File: src/rtl/light_btn_ctrl.sv
// light_btn_ctrl: push-button front end for the light-level FSM.
// Each raw button (up/down/off) is synchronised, debounced and turned into a
// one-hot single-cycle command pulse. Simultaneous presses are arbitrated
// (off > down > up). After one pulse, no further pulse is issued until every
// button has been released. While the light is on and nothing is pressed,
// an idle timer issues an automatic "off" pulse flagged by o_timeout.
//
// Handshake: o_button and o_timeout are plain registered strobes with no
// back-pressure. A nonzero o_button is valid for exactly the one cycle it is
// high. The consumer must take it in that cycle.
module light_btn_ctrl #(
  parameter int DEBOUNCE_CYCLES = 100000,
  parameter int IDLE_TIMEOUT    = 500000000
) (
  input  logic       i_clk,
  input  logic       i_reset,
  input  logic [2:0] i_btn_raw,
  input  logic [2:0] i_light_level,
  output logic [2:0] o_button,
  output logic       o_timeout,
  output logic [2:0] o_btn_stable
);

  // The debounce counter only ever holds 0..DEBOUNCE_CYCLES-1.
  // The idle counter only ever holds 0..IDLE_TIMEOUT-1.
  localparam int CW = (DEBOUNCE_CYCLES > 1) ? $clog2(DEBOUNCE_CYCLES) : 1;
  localparam int IW = (IDLE_TIMEOUT > 1) ? $clog2(IDLE_TIMEOUT) : 1;
  localparam logic [CW-1:0] DB_LAST   = CW'(DEBOUNCE_CYCLES - 1);
  localparam logic [IW-1:0] IDLE_LAST = IW'((IDLE_TIMEOUT > 0) ? IDLE_TIMEOUT - 1 : 0);
  localparam bit            IDLE_EN   = (IDLE_TIMEOUT != 0);

  typedef enum logic {
    ST_IDLE = 1'b0,
    ST_HOLD = 1'b1
  } state_e;

  logic [2:0]    sync1_q, sync2_q;
  logic [2:0]    stable_q, stable_d;
  logic [2:0]    stable_prev_q;
  logic [CW-1:0] db_cnt_q [3];
  logic [CW-1:0] db_cnt_d [3];
  logic [2:0]    ev;

  state_e        state_q, state_d;
  logic [IW-1:0] idle_q, idle_d;
  logic          expired_q, expired_d;
  logic          count_en;

  logic [2:0]    button_q, button_d;
  logic          timeout_q, timeout_d;

  // Two-flop synchroniser for the asynchronous raw buttons.
  always_ff @(posedge i_clk) begin
    if (i_reset) begin
      sync1_q <= 3'b000;
      sync2_q <= 3'b000;
    end else begin
      sync1_q <= i_btn_raw;
      sync2_q <= sync1_q;
    end
  end

  // Per-bit debounce: count cycles of disagreement; flip the level on the
  // cycle the count would reach DEBOUNCE_CYCLES. Any agreement restarts it.
  always_comb begin
    stable_d = stable_q;
    for (int n = 0; n < 3; n++) begin
      db_cnt_d[n] = '0;
      if (sync2_q[n] != stable_q[n]) begin
        if (db_cnt_q[n] == DB_LAST) begin
          stable_d[n] = ~stable_q[n];
          db_cnt_d[n] = '0;
        end else begin
          db_cnt_d[n] = db_cnt_q[n] + CW'(1);
        end
      end
    end
  end

  // Debounce state registers; stable_prev_q lets us spot rising edges.
  always_ff @(posedge i_clk) begin
    if (i_reset) begin
      stable_q      <= 3'b000;
      stable_prev_q <= 3'b000;
      for (int n = 0; n < 3; n++) db_cnt_q[n] <= '0;
    end else begin
      stable_q      <= stable_d;
      stable_prev_q <= stable_q;
      for (int n = 0; n < 3; n++) db_cnt_q[n] <= db_cnt_d[n];
    end
  end

  // A press event is the cycle in which a debounced level has just risen.
  assign ev = stable_q & ~stable_prev_q;

  // FSM state register.
  always_ff @(posedge i_clk) begin
    if (i_reset) state_q <= ST_IDLE;
    else         state_q <= state_d;
  end

  // FSM next state: a press moves to HOLD, full release returns to IDLE.
  always_comb begin
    state_d = state_q;
    case (state_q)
      ST_IDLE: if (|ev) state_d = ST_HOLD;
      ST_HOLD: if (stable_q == 3'b000) state_d = ST_IDLE;
      default: state_d = ST_IDLE;
    endcase
  end

  // FSM outputs: arbitrated press pulse, else auto-off when the timer expired.
  always_comb begin
    button_d  = 3'b000;
    timeout_d = 1'b0;
    if (state_q == ST_IDLE) begin
      if (ev[2])          button_d = 3'b100;
      else if (ev[1])     button_d = 3'b010;
      else if (ev[0])     button_d = 3'b001;
      else if (expired_q) begin
        button_d  = 3'b100;
        timeout_d = 1'b1;
      end
    end
  end

  // Idle timer: runs only while idle with the light on. It clears whenever a
  // press or an auto-off is issued. Reaching IDLE_TIMEOUT-1 arms expired_q,
  // which fires the auto-off on the following cycle unless a press wins.
  always_comb begin
    count_en  = IDLE_EN && (state_q == ST_IDLE) && (i_light_level != 3'd0)
                && !(|ev) && !expired_q;
    idle_d    = '0;
    expired_d = 1'b0;
    if (count_en) begin
      if (idle_q == IDLE_LAST) begin
        expired_d = 1'b1;
      end else begin
        idle_d = idle_q + IW'(1);
      end
    end
  end

  // Idle timer and registered outputs.
  always_ff @(posedge i_clk) begin
    if (i_reset) begin
      idle_q    <= '0;
      expired_q <= 1'b0;
      button_q  <= 3'b000;
      timeout_q <= 1'b0;
    end else begin
      idle_q    <= idle_d;
      expired_q <= expired_d;
      button_q  <= button_d;
      timeout_q <= timeout_d;
    end
  end

  assign o_button     = button_q;
  assign o_timeout    = timeout_q;
  assign o_btn_stable = stable_q;

endmodule

File: config.mk
export PLATFORM = sky130hd
export DESIGN_NAME = light_btn_ctrl
export DESIGN_NICKNAME = d
export VERILOG_FILES = /design/src/rtl/light_btn_ctrl.sv
export SDC_FILE = /design/constraint.sdc
export NUM_CORES = 1
export LEC_CHECK = 0
export BUFFER_PORTS_ARGS = -buffer_cell sky130_fd_sc_hd__buf_2
export CAP_MARGIN = 5
export CORE_ASPECT_RATIO = 1.75
export CORE_MARGIN = 3
export CORE_UTILIZATION = 45
export CTS_CLUSTER_DIAMETER = 40
export DETAILED_ROUTE_END_ITERATION = 12
export PLACE_DENSITY_LB_ADDON = 0.08
export SLEW_MARGIN = 25
export SYNTH_ARGS = -nofsm -noshare
export SYNTH_HDL_FRONTEND = slang
export SYNTH_SLANG_ARGS = --single-unit
File: constraint.sdc
create_clock -name i_clk -period 2.2 [get_ports i_clk]
set_clock_uncertainty 0.05 [all_clocks]
set_input_delay 0.33 -clock i_clk [delete_from_list [all_inputs] [get_ports i_clk]]
set_output_delay 0.33 -clock i_clk [all_outputs]
set_load 0.02 [all_outputs]
# After elaboration in Yosys (flattened, before gate mapping)
# Memories as Yosys holds them, arrays and structs flattened.
# Cells that the tools add are included.
[word_totals]
reg_bits = 47
elab_cells = 73
ramBits = 51
mem_count = 1
in_bits = 8
[op_classes]
n_bitwise = 10
n_addsub = 4
reduce_logical = 17
mux = 21
eq_ne = 7
[mem_list]
columns = ["name", "depth", "width", "rd", "rd_clocked_by_memory_dff", "wr", "line", "source"]
rows = [
  ["db_cnt_q", 3, 17, 3, 0, 3, "40", "logic [CW-1:0] db_cnt_q [3];"],
]
[op_table]
columns = ["operator", "n"]
rows = [
  ["17-bit two-way mux", 9],
  ["17-bit by 1-bit adder with 17-bit output, second input constant", 3],
  ["17-bit == test, second input constant", 3],
  ["29-bit by 1-bit adder with 29-bit output, second input constant", 1],
  ["29-bit == test, second input constant", 1],
  ["3-bit two-way mux", 4],
  ["3-bit OR reduction", 3],
  ["1-bit two-way mux", 7],
  ["2-bit AND reduction", 3],
  ["1-bit inverter", 5],
  ["5-bit OR reduction", 1],
  ["2-bit OR reduction", 2],
  ["4-bit OR reduction", 1],
  ["3-bit bitwise AND", 1],
  ["1-bit logical AND", 3],
  ["3-bit zero test", 1],
  ["1-bit inequality test", 3],
  ["3-bit inverter", 1],
  ["1-bit OR", 3],
  ["3-bit nonzero test", 1],
  ["1-bit zero test", 2],
  ["1-bit one-hot mux with 2 select lines", 1],
]

# Longest topological paths before layout
# Gate-level depths: netlist of the first run.
[depth]
word_depth = 8
ltp_mapped = 8
ltp_nobuf = 6

# Worst setup path after synthesis of the first run
# OpenSTA, ideal clock, no wires.
[synth_timing]
kind = "flip-flop to flip-flop"
from = "reg idle_q[0]"
to = "reg idle_q[22]"
setup_slack_ps = 292
path_stages_with_launch = 8
setup_time_ps = 70
path_buffers = 1
t_arrival_ps = 1788
synth_period_minus_slack_ps = 1908
cell_sequence = "dfxtp_1 > ha_1 > nand4_1 > or2_1 > clkbuf_1 > or3_1 > nand2b_1 > a21oi_1"
[synth_via]
elab_chain_len = 2
elab_cells_between_ends = 3
classes_between = "1 x add/sub; 1 x eq/ne; 1 x reduce/logical"
[synth_lines]
columns = ["item", "line", "source"]
rows = [
  ["start, declared", "45", "logic [IW-1:0] idle_q, idle_d;"],
  ["start signal, assigned", "152", "idle_q <= idle_d;"],
  ["branches (longest 2 deep; another with 29-bit by 1-bit adder with 29-bit output)", "--", ""],
]
# Parallel ways; which one is timed is not known.
# A chain may end at the register's enable or synchronous reset.

# Final worst setup path of the first run
# Ends and elaborated chain as after synthesis.

==> results of run 1 <==
## per-layer routing
metal / vias to the layer above / wire (um) / global-route usage (%)
met5: - / 0 / 0
met4: 0 / 193 / 7.93
met3: 12 / 161 / 2.67
met2: 27 / 4230 / 28.9
met1: 1503 / 3610 / 19.3
li1: 1694 / - / -
## worst max-delay path: stages (launching register included)
cell and delay (ps):
dfxtp_1 410, ha_1 240, nand4_1 120, or2_1 370, or3_1 420, nand2b_1 150, a21oi_1 140
## final timing paths
check               startpoint         end  slack (ps)  cells after the start
setup reg to reg     idle_q[0]  idle_q[22]         240                      6
hold / removal    i_btn_raw[1]  sync1_q[1]         150                      2
hold reg to reg     sync1_q[1]  sync2_q[1]         400                      1
setup / recovery     idle_q[0]  idle_q[22]         240                      6
## placed cells by master (no fill, tap or decap), drive strengths merged, types with 11 or more instances in the layout
master / instances
and3: 16
buf: 25
clkbuf: 11
dfxtp: 98
nand2: 30
nand3: 38
nand4: 16
nor2: 95
nor3: 11
xnor2: 29
xor2: 36
## kinds of logic (layout without fill, tap and decap cells)
family | count (synthesis) | after routing
flip-flops | 98 | 98
multiplexers | 3 | 3
XOR/XNOR | 65 | 65
AO/OA/AOI/OAI | 26 | 26
adder cells (fa/ha/maj) | 4 | 4
buffers and inverters | 22 | 51
AND/OR/NAND/NOR | 264 | 264
## area by class of cell
class / count / area (um2)
fillers: 860 / 4360
multi-input cells: 362 / 2190
flip-flops and latches: 98 / 1960
clock buffers: 11 / 243
repair buffers: 25 / 153
well taps: 120 / 150
clock inverters: 5 / 53.8
inverters: 10 / 37.5
## registers in the layout, summed over array words and instances, names as in the netlist
signal and flops:
idle_q 29, db_cnt_q 51, sync1_q 3, stable_prev_q 3, sync2_q 3, state_q 1, expired_q 1, o_button 3
o_timeout 1, o_btn_stable 3
## per-stage QoR
stage | cell area [um2] | cells
final | 4790 | 631
after global routing | 4790 | 631
after CTS | 4790 | 631
after detailed placement | 4490 | 615
after global placement | 4490 | 615
after floorplan | 4250 | 482
## power by group through the flow
stage	Combinational [uW]	Clock, uW	Sequential [uW]
floorplan	42.9	0	1830
global placement	62.9	0	1830
detailed placement	64.2	0	1840
CTS	64.6	1610	1790
global route	72.9	1670	1800
finish	63.0	1560	1790
==> run metrics, run 1 <==
outcome completed; Seq pwr share between 50% and 60%; min-delay worst type primary input to flop; grt ovf 0; DRC violations left 0; CTS tree yes; vias per inst 5.13; I/O pin cnt 15; P_leak 0.00166 uW; first-pass GRT wire length 14200 um; Post-Syn Nets 494; crit path time final 1960 ps; setup tns final 0 ps; PostCTS Resize Cnt 0; Post-CTS Setup Bufs 0; Simple-Gate Fraction of Synth Area about a third; Root Driver clkbuf_16; mux share of post-synthesis cell area 0.707%; fin crit share 89.2%; Synth Area in Compound Gates under 10%; Internal 2720 uW; fin util 52.3%; DR vias 3236; number of enable flip-flop cells after synthesis 0; routed wire length 8200 um; post-synth top area share 46.2%; die height 134 um; Nets approximately 520; post-synth top area cell dfxtp_1; final setup fails 0; Synthesis Warnings 0; Pwr Total 3420 uW; logic gate share of total power 1.8%; clock-pin slew on the worst setup and hold paths about 60 ps; Setup crit end kind flop; cts hold-fix bufs 0; Synth Instances 482; Critical Path AT 2180 ps; IO Port Bufs 14; commonest cells in the netlist 98 x dfxtp_1, 84 x nor2_1, 38 x nand3_1, 36 x xor2_1; #FFs+latches synth slightly below 100; drt first pass iters 4; die extent in x 79.4 um; Final Slew Violations 0; P_sw 702 uW; synth top area cells dfxtp_1 46%, nor2_1 7.4%, xor2_1 7.4%, xnor2_1 6.0%, nand3_1 4.5%; core region area 9150 um2; routability cong. approximately 0.8; Skew-Pair Late Insertion Delay 340 ps; setup slack after layout 237 ps; Die ar. 10700 um2; most frequent cell after synthesis dfxtp_1; antenna cells 0; worst relative slew slack a little over 60%; share of layout cells above drive strength 1 11.2%; antenna-violating nets left 0; WL per Instance 13.0 um; Max-Cap Viols 0; Worst Tran Pin Value 585 ps; synth unique cells 48; hold slack ~150 ps; TritonCTS Buffers 9; row count 46; CP startpoint kind flop; dpl hpwl 5870 um; Starting DRT DRC Count 117; average cell area after synthesis 8.81 um2; largest net degree at the start of global routing 17; Hold Vio Cnt, Final 0; largest family of logic cells by synthesized area simple AND/OR/NAND/NOR gates; CP required 2410 ps; sequential area share after synthesis 46.2%; initial antenna violation count 0; Max Buffers Root-to-Sink 2; fmax 509 MHz; vias in the first global route 3115; htree depth 3; CTS sink count 98; effective utilization at floorplan 46.4%; Synth Area in XOR/XNOR 13.4%; worst vdd ir 354 uV; pre-CTS setup slack 256 ps; Sw Share between 20% and 30%; Main synth FF type dfxtp_1; GR Util All Layers 16.6%; clock power share a little under half; Layout area overhead 12.8%; adder and majority gate portion of the synthesized area between 1 and 1.5%; unrepaired setup endpoints after global routing false; critical path class flop to flop; power per cell area 714 nW/um2; CP Max Fanout 11; Cell Area, Synth 4250 um2; asr flop ratio synth 0%
No activity file was read; power rests on OpenSTA's default activity.
==> run 2, diff against run 1 <==
--- a/config.mk
+++ b/config.mk
@@ -5,10 +5,10 @@
 export SDC_FILE = /design/constraint.sdc
 export NUM_CORES = 1
 export LEC_CHECK = 0
+export ABC_AREA = 1
 export BUFFER_PORTS_ARGS = -buffer_cell sky130_fd_sc_hd__buf_2
 export CAP_MARGIN = 5
 export CORE_ASPECT_RATIO = 1.75
-export CORE_MARGIN = 3
 export CORE_UTILIZATION = 45
 export CTS_CLUSTER_DIAMETER = 40
 export DETAILED_ROUTE_END_ITERATION = 12
==> run 2 against run 1 <==
Effect of this change:
- routed wire length up 24%
- highest routed layer unchanged
- utilization down 1.3 points
- power down 0.43%
- flip-flop and latch count unchanged
- critical endpoint is now db_cnt_q[0][10]
- global-route usage up 3.3 points
- hold slack worse by 9.0 ps
- die area up 4.0%
- clock power about the same
- critical path type unchanged
- largest cell class unchanged
- fmax up 12%
- count of clock-buffer cells in the layout unchanged
==> run metrics, run 2 <==
outcome completed; commonest cells in the netlist 184 x nor2_1, 178 x nand2_1, 98 x dfxtp_1, 91 x inv_1, 43 x nand3_1; most frequent cell after synthesis nor2_1; Main synth FF type dfxtp_1; power per cell area 644 nW/um2 (-9.8%); Synth Area in XOR/XNOR 6.93% (-6.5 points); post-synth top area share 40.8% (-5.4 points); most frequent cells in the layout 184 x nor2_1, 178 x nand2_1, 98 x dfxtp_1, 91 x inv_1, 43 x nand3_1; share of layout cells above drive strength 1 5.45% (-5.7 points); largest family of logic cells by synthesized area simple AND/OR/NAND/NOR gates; Max-Cap Viols 0 (unchanged); Starting DRT DRC Count 204 (+74%); Root Driver clkbuf_16; fin util 51.0% (-1.3 points); slowest CP cell o21ai_2; setup tns final 0 ps (unchanged); R2R depth 6 (unchanged); CP required 2360 ps (-50 ps); Cell Area, Synth 4810 um2 (+13%); Skew-Pair Late Insertion Delay 340 ps (about the same); adder and majority gate portion of the synthesized area 1.04% (-0.14 points); Worst Tran Pin Value 594 ps (+8.75 ps); average cell area after synthesis 6.61 um2 (-25%); RR Startpoint db_cnt_q[0][0]; die extent in x 80.1 um (+0.88%); commonest non-fill, non-tap cell in the layout nor2_1; antenna cells 0 (unchanged); GR Util All Layers 19.8% (+3.3 points); Die ar. 11100 um2 (+4.0%); WL per Instance 11.5 um (-11%); Post-CTS Setup Bufs 0 (unchanged); CTS sink count 98 (unchanged); core region area 10400 um2 (+13%); Post-Syn Nets 739 (+50%); IO Port Bufs 14 (unchanged); pre-CTS setup slack 380 ps (+124 ps); Synth Instances 727 (+51%); largest reg by FF count db_cnt_q; clock-pin slew on the worst setup and hold paths 60 ps (about the same); Layout area overhead 9.97%; unrepaired setup endpoints after global routing false; dpl hpwl 7700 um (+31%); CP startpoint kind flop; mux share of post-synthesis cell area 0% (-0.71 points); DRC violations left 0 (unchanged); worst setup path start db_cnt_q[0][0]; max reg flops 51 (unchanged); min-delay worst type primary input to flop; Max Buffers Root-to-Sink 2 (unchanged); largest net degree at the start of global routing 30 (+13); row count 49 (+6.5%); fmax 572 MHz (+12%); number of enable flip-flop cells after synthesis 0 (unchanged); synth top area cells dfxtp_1 41%, nor2_1 14%, nand2_1 14%, inv_1 7.1%, nand3_1 4.5%; critical-path cell list ha_1 -> nand2_1 -> nor2_2 -> nand2_1 -> o21ai_2 -> nor2_1; biggest regs db_cnt_q (51), idle_q (29); TritonCTS Buffers 9 (unchanged); crit path time final 1750 ps (-214 ps); cell repeated most along the worst path nand2_1; reg-to-reg critical path endpoint db_cnt_q[0][10]; CP Max Fanout 15 (+4); asr flop ratio synth 0% (unchanged); non-filler cells, final 879 (+39%); vias per inst 4.87 (-5.1%); CP peak stage delay 490 ps (+70 ps); die height 139 um (+3.1%); setup slack after layout 450 ps (+214 ps); I/O pin cnt 15 (unchanged); Synthesis Warnings 0 (unchanged); placed cell count 863 (+40%); DR vias 4278 (+32%); CP endpoint db_cnt_q[0][10]; synth unique cells 29 (-40%); worst vdd ir 480 uV (+35%); cts hold-fix bufs 0 (unchanged); Worst R2R Setup Slack 450 ps (+210 ps); PostCTS Resize Cnt 0 (unchanged); Synth Area in Compound Gates 4.63% (+0.77 points); Final Slew Violations 0 (unchanged); hold slack 142 ps (-9.02 ps); routability cong. 0.906 (+13%); Simple-Gate Fraction of Synth Area 38.4% (+6.0 points); routed wire length 10100 um (+24%); drt first pass iters 5 (+1); hold path start i_btn_raw[1]; Hold Vio Cnt, Final 0 (unchanged); CTS tree yes; initial antenna violation count 0 (unchanged); Nets 759 (+47%); #FFs+latches synth 98 (unchanged); post-synth top area cell dfxtp_1; antenna-violating nets left 0 (unchanged); P_leak 0.00177 uW (+6.6%); final setup fails 0 (unchanged); worst relative slew slack 60.4% (-0.26 points); Setup crit end kind flop; grt ovf 0 (unchanged); effective utilization at floorplan 46.4% (about the same); vias in the first global route 4090 (+31%); fin crit share 79.5% (-9.7 points); first-pass GRT wire length 17500 um (+23%); sequential area share after synthesis 40.8% (-5.4 points); critical path class flop to flop; htree depth 3 (unchanged); Critical Path AT 1910 ps (-270 ps)
-- run 2: worst min-delay path by stage --
stage / endpoint / cells after the start
4_1_cts: sync1_q[1] / 3
2_1_floorplan: sync2_q[0] / 2
6_report: sync1_q[1] / 3
5_1_grt: sync1_q[2] / 3
3_3_place_gp: sync2_q[1] / 2
3_5_place_dp: sync2_q[1] / 2
-- run 2: cell families (layout without fill, tap and decap cells) --
logic type | after synthesis | in the layout
flip-flops | 98 | 98
AO/OA/AOI/OAI | 41 | 41
XOR/XNOR | 38 | 38
buffers and inverters | 98 | 123
AND/OR/NAND/NOR | 448 | 448
adder cells (fa/ha/maj) | 4 | 4
-- run 2: through the flow --
step                area, um2  total power (uW)
floorplan                4810              1880
global placement         5000              1890
detailed placement       5000              1890
CTS                      5290              3450
global route             5290              3520
finish                   5290              3410
-- run 2: metal layers --
metal / vias up / GRT usage, % / share of wire (%)
li1: 2280 / - / -
met1: 1921 / 22.8 / 45
met2: 56 / 34.4 / 50
met3: 21 / 3.62 / 2.5
met4: 0 / 9.68 / 2.7
met5: - / 0 / 0
-- run 2: critical path, delay by kind of cell, from the launching register on --
family                     cells  cell delay (ps)
AOI/OAI and AO/OA              1              490
adders and majority gates      1              190
and+or+nand+nor                4              530
DFF                            1              350
-- run 2: final cells by class --
class                           instances  area, um2
Sequential cell                        98       1960
Fill cell                            1089       5080
Clock buffer                           11        233
Tap cell                              127        159
Multi-Input combinational cell        531       2450
Timing Repair Buffer                   16       85.1
Inverter                               91        342
Clock inverter                          5       53.8
-- run 2: where the power goes --
group          switching (uW)  total [uW]  internal [uW]
combinational            38.9        58.0           19.1
sequential               7.13        1790           1780
clock                     674        1560            881
total                     720        3410           2680
